## config.mk

```make
export PLATFORM = sky130hd
export DESIGN_NAME = alu_sequencer_flat
export DESIGN_NICKNAME = d
export VERILOG_FILES = /design/src/rtl/alu_sequencer_if.sv /design/src/rtl/alu_sequencer.sv /design/src/flat_wrapper.sv
export SDC_FILE = /design/constraint.sdc
export NUM_CORES = 1
export LEC_CHECK = 0
export CAP_MARGIN = 5
export CORE_ASPECT_RATIO = 1.5
export CORE_UTILIZATION = 43
export CTS_BUF_LIST = sky130_fd_sc_hd__clkbuf_4
export DETAILED_ROUTE_END_ITERATION = 16
export PLACE_DENSITY = 0.87
export SETUP_SLACK_MARGIN = 0.3
export SYNTH_ARGS = -nofsm -noshare
export SYNTH_HDL_FRONTEND = slang
export SYNTH_SLANG_ARGS = --single-unit
```

## constraint.sdc

```tcl
create_clock -name clk -period 2.3 [get_ports clk]
set_input_delay 0.46 -clock clk [delete_from_list [all_inputs] [get_ports clk]]
set_output_delay 0.46 -clock clk [all_outputs]
set_load 0.005 [all_outputs]
```

## src/rtl/alu_sequencer_if.sv

```systemverilog
// Command, ALU-drive and result signals between the sequencer and its neighbours.
// The slave modport is the sequencer's view; master is the surrounding logic (command source, ALU, result sink).
interface alu_sequencer_if;
  logic        cmd_valid;
  logic        cmd_ready;
  logic [2:0]  cmd_op;
  logic [31:0] cmd_a;
  logic [31:0] cmd_b;
  logic [4:0]  cmd_cnt;
  logic [2:0]  aluop;
  logic [31:0] alua;
  logic [31:0] alub;
  logic [31:0] alur;
  logic        res_valid;
  logic        res_ready;
  logic [31:0] res_data;
  logic        busy;

  modport slave (
    input  cmd_valid, cmd_op, cmd_a, cmd_b, cmd_cnt, alur, res_ready,
    output cmd_ready, aluop, alua, alub, res_valid, res_data, busy
  );

  modport master (
    output cmd_valid, cmd_op, cmd_a, cmd_b, cmd_cnt, alur, res_ready,
    input  cmd_ready, aluop, alua, alub, res_valid, res_data, busy
  );
endinterface

```

## src/rtl/alu_sequencer.sv

```systemverilog
// Sequences one command at a time through an external single-pass ALU; shifts iterate one bit per pass.
// Latency: 2 edges (non-shift), cnt+1 edges (shift); cmd_ready is low until the result is handshaken.
module alu_sequencer #(
  parameter logic [2:0] ADD = 3'd0,
  parameter logic [2:0] SUB = 3'd1,
  parameter logic [2:0] AND = 3'd2,
  parameter logic [2:0] OR  = 3'd3,
  parameter logic [2:0] XOR = 3'd4,
  parameter logic [2:0] NOT = 3'd5,
  parameter logic [2:0] SL  = 3'd6,
  parameter logic [2:0] SR  = 3'd7
) (
  input logic            clk,
  input logic            rst,
  alu_sequencer_if.slave bus
);
  typedef enum logic [1:0] {IDLE, EXEC, DONE} state_t;

  state_t      state;
  logic [2:0]  op_r;
  logic [31:0] a_r;
  logic [31:0] b_r;
  logic [4:0]  cnt_r;
  logic [31:0] res_r;
  logic        rdy_r;
  logic        vld_r;
  logic        busy_r;
  logic        op_is_shift;

  always_comb op_is_shift = (op_r == SL) || (op_r == SR);

  always_ff @(posedge clk) begin
    if (rst) begin
      state  <= IDLE;
      op_r   <= '0;
      a_r    <= '0;
      b_r    <= '0;
      cnt_r  <= '0;
      res_r  <= '0;
      rdy_r  <= 1'b1;
      vld_r  <= 1'b0;
      busy_r <= 1'b0;
    end else begin
      case (state)
        IDLE: begin
          if (bus.cmd_valid && rdy_r) begin
            op_r   <= bus.cmd_op;
            a_r    <= bus.cmd_a;
            b_r    <= bus.cmd_b;
            cnt_r  <= bus.cmd_cnt;
            rdy_r  <= 1'b0;
            busy_r <= 1'b1;
            case (bus.cmd_op)
              SL, SR: begin
                // A zero-length shift needs no ALU pass: the operand is the result.
                if (bus.cmd_cnt == 5'd0) begin
                  res_r <= bus.cmd_a;
                  vld_r <= 1'b1;
                  state <= DONE;
                end else begin
                  state <= EXEC;
                end
              end
              ADD, SUB, AND, OR, XOR, NOT: state <= EXEC;
              default:                     state <= EXEC;
            endcase
          end
        end
        EXEC: begin
          // Shifts feed the one-bit ALU result back into A until the last pass.
          if (op_is_shift && (cnt_r > 5'd1)) begin
            a_r   <= bus.alur;
            cnt_r <= cnt_r - 5'd1;
          end else begin
            res_r <= bus.alur;
            vld_r <= 1'b1;
            state <= DONE;
          end
        end
        DONE: begin
          if (bus.res_ready) begin
            vld_r  <= 1'b0;
            rdy_r  <= 1'b1;
            busy_r <= 1'b0;
            state  <= IDLE;
          end
        end
        default: begin
          vld_r  <= 1'b0;
          rdy_r  <= 1'b1;
          busy_r <= 1'b0;
          state  <= IDLE;
        end
      endcase
    end
  end

  assign bus.aluop     = op_r;
  assign bus.alua      = a_r;
  assign bus.alub      = b_r;
  assign bus.cmd_ready = rdy_r;
  assign bus.res_valid = vld_r;
  assign bus.res_data  = res_r;
  assign bus.busy      = busy_r;
endmodule

```

## src/flat_wrapper.sv

```systemverilog
// flat-port wrapper written by rule: the top's interface ports become plain ports
module alu_sequencer_flat 
#(
  parameter logic [2:0] ADD = 3'd0,
  parameter logic [2:0] SUB = 3'd1,
  parameter logic [2:0] AND = 3'd2,
  parameter logic [2:0] OR  = 3'd3,
  parameter logic [2:0] XOR = 3'd4,
  parameter logic [2:0] NOT = 3'd5,
  parameter logic [2:0] SL  = 3'd6,
  parameter logic [2:0] SR  = 3'd7
)
  (clk, rst, bus_cmd_valid, bus_cmd_op, bus_cmd_a, bus_cmd_b, bus_cmd_cnt, bus_alur, bus_res_ready, bus_cmd_ready, bus_aluop, bus_alua, bus_alub, bus_res_valid, bus_res_data, bus_busy);
  alu_sequencer_if bus_i ();
  input logic clk;
  input logic rst;
  input wire logic [$bits(bus_i.cmd_valid)-1:0] bus_cmd_valid;
  input wire logic [$bits(bus_i.cmd_op)-1:0] bus_cmd_op;
  input wire logic [$bits(bus_i.cmd_a)-1:0] bus_cmd_a;
  input wire logic [$bits(bus_i.cmd_b)-1:0] bus_cmd_b;
  input wire logic [$bits(bus_i.cmd_cnt)-1:0] bus_cmd_cnt;
  input wire logic [$bits(bus_i.alur)-1:0] bus_alur;
  input wire logic [$bits(bus_i.res_ready)-1:0] bus_res_ready;
  output wire logic [$bits(bus_i.cmd_ready)-1:0] bus_cmd_ready;
  output wire logic [$bits(bus_i.aluop)-1:0] bus_aluop;
  output wire logic [$bits(bus_i.alua)-1:0] bus_alua;
  output wire logic [$bits(bus_i.alub)-1:0] bus_alub;
  output wire logic [$bits(bus_i.res_valid)-1:0] bus_res_valid;
  output wire logic [$bits(bus_i.res_data)-1:0] bus_res_data;
  output wire logic [$bits(bus_i.busy)-1:0] bus_busy;
  assign bus_i.cmd_valid = bus_cmd_valid;
  assign bus_i.cmd_op = bus_cmd_op;
  assign bus_i.cmd_a = bus_cmd_a;
  assign bus_i.cmd_b = bus_cmd_b;
  assign bus_i.cmd_cnt = bus_cmd_cnt;
  assign bus_i.alur = bus_alur;
  assign bus_i.res_ready = bus_res_ready;
  assign bus_cmd_ready = bus_i.cmd_ready;
  assign bus_aluop = bus_i.aluop;
  assign bus_alua = bus_i.alua;
  assign bus_alub = bus_i.alub;
  assign bus_res_valid = bus_i.res_valid;
  assign bus_res_data = bus_i.res_data;
  assign bus_busy = bus_i.busy;
  alu_sequencer #(.ADD(ADD), .SUB(SUB), .AND(AND), .OR(OR), .XOR(XOR), .NOT(NOT), .SL(SL), .SR(SR)) u_core (.clk(clk), .rst(rst), .bus(bus_i));
endmodule
```

After elaboration in Yosys (flattened, before gate mapping)
Cells that the tools add are included.
{"block": "classes", "n_addsub": 1, "order_cmp": 1, "n_eq_ne": 17, "mux": 28, "n_bitwise": 1, "n_reduce_logical": 15}
{"operator": "32-bit two-way mux", "n": 6}
{"operator": "32-bit one-hot mux with 2 select lines", "n": 2}
{"operator": "3-bit == test (second input constant)", "n": 6}
{"operator": "5-bit two-way mux", "n": 2}
{"operator": "5-bit one-hot mux with 2 select lines", "n": 1}
{"operator": "5-bit AND reduction", "n": 2}
{"operator": "1-bit one-hot mux with 3 select lines", "n": 3}
{"operator": "3-bit AND reduction", "n": 3}
{"operator": "1-bit two-way mux", "n": 8}
{"operator": "2-bit two-way mux", "n": 4}
{"operator": "3-bit by 2-bit == test with 1-bit output (second input constant)", "n": 2}
{"operator": "2-bit by 1-bit != test with 1-bit output (second input constant)", "n": 3}
{"operator": "2-bit != test (second input constant)", "n": 3}
{"operator": "2-bit one-hot mux with 3 select lines", "n": 1}
{"operator": "6-bit OR reduction", "n": 1}
{"operator": "5-bit by 1-bit greater-than comparator with 1-bit output (second input constant)", "n": 1}
{"operator": "5-bit zero test", "n": 1}
{"operator": "5-bit by 1-bit subtractor with 5-bit output (second input constant)", "n": 1}
{"operator": "2-bit one-hot mux with 2 select lines", "n": 1}
{"operator": "3-bit by 1-bit == test with 1-bit output (second input constant)", "n": 1}
{"operator": "3-bit zero test", "n": 1}
{"operator": "2-bit by 1-bit == test with 1-bit output (second input constant)", "n": 1}
{"operator": "2-bit == test (second input constant)", "n": 1}
{"operator": "1-bit logical AND", "n": 2}
{"operator": "other kinds (6)", "n": 6}
{"block": "word_totals", "register_bits": 109, "input_bits": 108, "output_inout_bits": 102}

Longest topological paths before layout
{"block": "logic_depth", "depth_word": 5, "depth_mapped": 9, "depth_no_buf": 6}

Least setup slack after synthesis
OpenSTA, ideal clock, no wires.
{"block": "synth_timing", "path_type": "register to register", "from": "register u_core.cnt_r[2]", "to": "register u_core.res_r[13] (netlist: u_core.bus.res_data[13])", "t_arrival_ns": 1.867, "t_required_ns": 2.219, "slack_ns": 0.351, "path_stages_with_launch": 8, "n_path_buf": 3, "period_less_slack_ns": 1.949, "cell_sequence": "dfxtp_1 > or3_1 > o2111a_1 > buf_2 > or3_1 > buf_4 > buf_6 > a211oi_2"}
{"block": "synth_via", "elab_chain_len": 4}
{"element": "start, declared", "line_no": "alu_sequencer.sv:23", "source": "logic [4:0] cnt_r;"}
{"element": "start signal, assigned", "line_no": "alu_sequencer.sv:50", "source": "cnt_r <= bus.cmd_cnt;"}
{"element": "start signal, assigned", "line_no": "alu_sequencer.sv:73", "source": "cnt_r <= cnt_r - 5'd1;"}
{"element": "5-bit by 1-bit greater-than comparator with 1-bit output", "line_no": "alu_sequencer.sv:71", "source": "if (op_is_shift && (cnt_r > 5'd1)) begin"}
{"element": "1-bit logical AND", "line_no": "alu_sequencer.sv:71"}
{"element": "2-bit != test (no source line)"}
{"element": "5-bit AND reduction (no source line)"}
{"element": "end signal, assigned", "line_no": "alu_sequencer.sv:57", "source": "res_r <= bus.cmd_a;"}
{"element": "end signal, assigned", "line_no": "alu_sequencer.sv:75", "source": "res_r <= bus.alur;"}
{"element": "end, declared", "line_no": "alu_sequencer.sv:24", "source": "logic [31:0] res_r;"}
Every way passes these cells.
A chain may end at the register's enable or synchronous reset.

Worst setup path in the final report
{"block": "layout_timing", "from": "register u_core.cnt_r[4]", "to": "register u_core.res_r[19] (netlist: u_core.bus.res_data[19])"}
The elaborated chain is that of the path after synthesis.

==> results.cfg <==
[synth]
synth-seq-area-share_pct = 46.2
synth_area_per_cell_sq_um = 9.15
syn_area_sq_um = 4720
syn_inst = 516
synth_warnings = 0
synth-seq-cells = 109
synth_fp_nets = 626
ys_types = 35

[clock_tree]
cts_tree = built
clk_path_buf_depth = 2
clk_latency_ns = 0.44
cts.clk_slew.worst_paths_ns = 0.15
cts_root_buf = clkbuf_4
cts_buffers = 9
cts_max_level = 3
clkSinkCount = 109

[placement]
io_buffers = 209
dpl.hpwl_mm = 10.1
placed_area_sq_um = 6960
gp_congestion = 0.734
preCtsSetupSlack_ns = -0.291

[sta]
period_share_pct = 87.7
skew_ns = 0.0140
hold_viol = 0
maxSlewViolCount = 0
fmax_mhz = 496
rsz0062_at_grt = true
setup_slack_ns = 0.282
setup_viol = 0
fin_crit_ns = 2.02
relSlewSlack_pct = 60.5
worst_pin_slew_ns = 0.593
finalSetupTns_ns = 0

[floorplanning]
die-area_sq_um = 11400
die_w_um = 87.6
die_y_um = 130
start_util_pct = 44.3
core_area_sq_um = 10600
rows = 46
ioPinCount = 210

[pwr]
p_comb_share_pct = 37.8
power.internal_mw = 3.50
p_sw_mw = 1.64
seqPwrFrac_pct = 45.6
switching_share_pct = 31.9
power.share.clock_pct = 16.5
power_density_nw_per_um2 = 716
peakVddDrop_mv = 0.438
total_power_mw = 5.13
leakagePower_nw = 2.44

[finish]
nNetsFinal = 815
final_cell_mix = clkdlybuf4s50_1, dfxtp_1, nand2_1
final_cell_area_sq_um = 7180
final_common_cell = clkdlybuf4s50_1
drive_gt1_share_pct = 11.7
area_growth_pct = 52.0

[setup_path]
crit_end = u_core.bus.res_data[19]
cp_max_fo = 60
cp_num_buf_inv = 2
arrival_ns = 2.33
critPathTopFamily = simple AND/OR/NAND/NOR gates
end_kind = register
critPathLaunchType = register
cpMaxStageDelayCell = nor4b_1
crit_path_max_incr_delay_ns = 0.42
rrSetupSlack_ns = 0.28
worstPathCellList = or3_4 > o2111a_2 > buf_4 > buf_12 > nor4b_1 > a211oi_2
rr_worst_depth = 6
r2r_end = u_core.bus.res_data[19]
critical_path_class = register to register
startpoint = u_core.cnt_r[4]
critical_path_depth = 6
reg2reg_from = u_core.cnt_r[4]
required_ns = 2.61

[routing]
viasPerCell = 5.44
initialDrtViolationCount = 172
drtPass1Iterations = 4
routed_wl_mm = 14.3
ant_nets = 0
drc = 0
vias = 4647
post_drt_wl_per_cell_um = 16.7

[flow_run]
drv_cap = 0

[global_route]
grt_pass1_vias = 4565
grt.total_usage_pct = 25.0
grt_max_degree = 61
grt_overflow = 0
grt_pass1_wl_mm = 22.3
antenna_found_initial = 1

[run_status]
status = completed

[hold_path]
hp-class = primary input to register
-- synth_stat cells --
library cell	n	area share [%]
dfxtp_1	109	46
nand2_1	76	6.0
a21oi_1	45	4.8
clkbuf_1	40	3.2
a211oi_1	38	6.0
inv_1	35	2.8
nor3_1	35	3.7
mux2i_1	32	6.8
nor4b_1	32	5.9
a211oi_2	28	7.4
buf_2	5	0.53
o22ai_1	4	0.53
a32o_1	3	0.64
buf_6	3	0.72
nand2b_1	3	0.40
nor2_1	3	0.24
and3b_1	2	0.37
ha_1	2	0.53
nand3b_1	2	0.32
nor4_1	2	0.26
o21ai_0	2	0.21
or3_1	2	0.26
a21boi_0	1	0.16
a221oi_1	1	0.19
a41oi_1	1	0.19
and3_1	1	0.13
buf_1	1	0.079
buf_4	1	0.16
nand3_1	1	0.11
nor2b_1	1	0.13
nor3b_1	1	0.16
o2111a_1	1	0.24
o2111ai_1	1	0.19
o21ba_2	1	0.21
o31ai_1	1	0.16
-- stage by stage --
step	instances	util [%]	hold WS, ns
after floorplan	516	-	0.450
after global placement	835	65.3	0.441
after detailed placement	835	65.3	0.448
after CTS	854	67.1	0.366
after global routing	855	67.4	0.384
final	855	67.4	0.391
-- power by group through the flow --
stage / sequential (mW) / clock [mW] / combinational (mW)
after detailed placement: 2.38 / 0 / 1.89
final: 2.34 / 0.849 / 1.94
after floorplan: 2.38 / 0 / 0.919
after global placement: 2.37 / 0 / 1.82
after CTS: 2.34 / 0.870 / 1.94
after global routing: 2.38 / 0.947 / 2.10
-- repair_timing --
item | in CTS | in global routing
setup buffers | 2 | 0
pin swaps | 1 | 0
cloned | 1 | 0
resized for setup | 9 | 7
endpoints found under the setup margin | 33 | 47
hold buffers | 0 | 0
-- kinds of logic after synthesis --
logic type	after synthesis	synth area share (%)
multiplexers	32	6.79
buffers and inverters	85	7.45
flip-flops	109	46.2
AO/OA/AOI/OAI	127	20.9
adder cells (fa/ha/maj)	2	0.530
AND/OR/NAND/NOR	161	18.1
-- layer usage --
| layer | vias to the layer above | share of wire, % | GRT usage (%) |
|---|---|---|---|
| met5 | - | 0 | 0 |
| met1 | 2236 | 37 | 27.1 |
| met2 | 169 | 55 | 47.2 |
| met4 | 0 | 2.3 | 9.64 |
| li1 | 2219 | - | - |
| met3 | 23 | 5.6 | 4.74 |
-- registers in the layout, indices dropped and copies added, names as in the netlist --
name and flops:
u_core.bus.busy 1, u_core.bus.aluop 3, u_core.bus.res_valid 1, u_core.bus.alua 32, u_core.cnt_r 5, u_core.bus.alub 32, u_core.state 2, u_core.bus.cmd_ready 1
u_core.bus.res_data 32
-- layout make-up --
type | instances | area, sq um
Fill cell | 828 | 3470
Timing Repair Buffer | 228 | 2290
Multi-Input combinational cell | 322 | 2260
Sequential cell | 109 | 2190
Tap cell | 144 | 180
Inverter | 35 | 131
Clock buffer | 12 | 90.1
Clock inverter | 4 | 25.0
Antenna cell | 1 | 2.50
-- worst min path at each step --
stage                                 startpoint                     end  cells past startpoint
final                                        rst         u_core.state[0]                      2
after detailed placement     u_core.bus.alub[30]     u_core.bus.alub[30]                      2
after global routing                         rst      u_core.bus.alub[8]                      2
after global placement        u_core.bus.alub[6]      u_core.bus.alub[6]                      2
after floorplan           u_core.bus.res_data[0]  u_core.bus.res_data[0]                      2
after CTS                                    rst         u_core.state[0]                      2
Power figures use the tool's default switching activity.
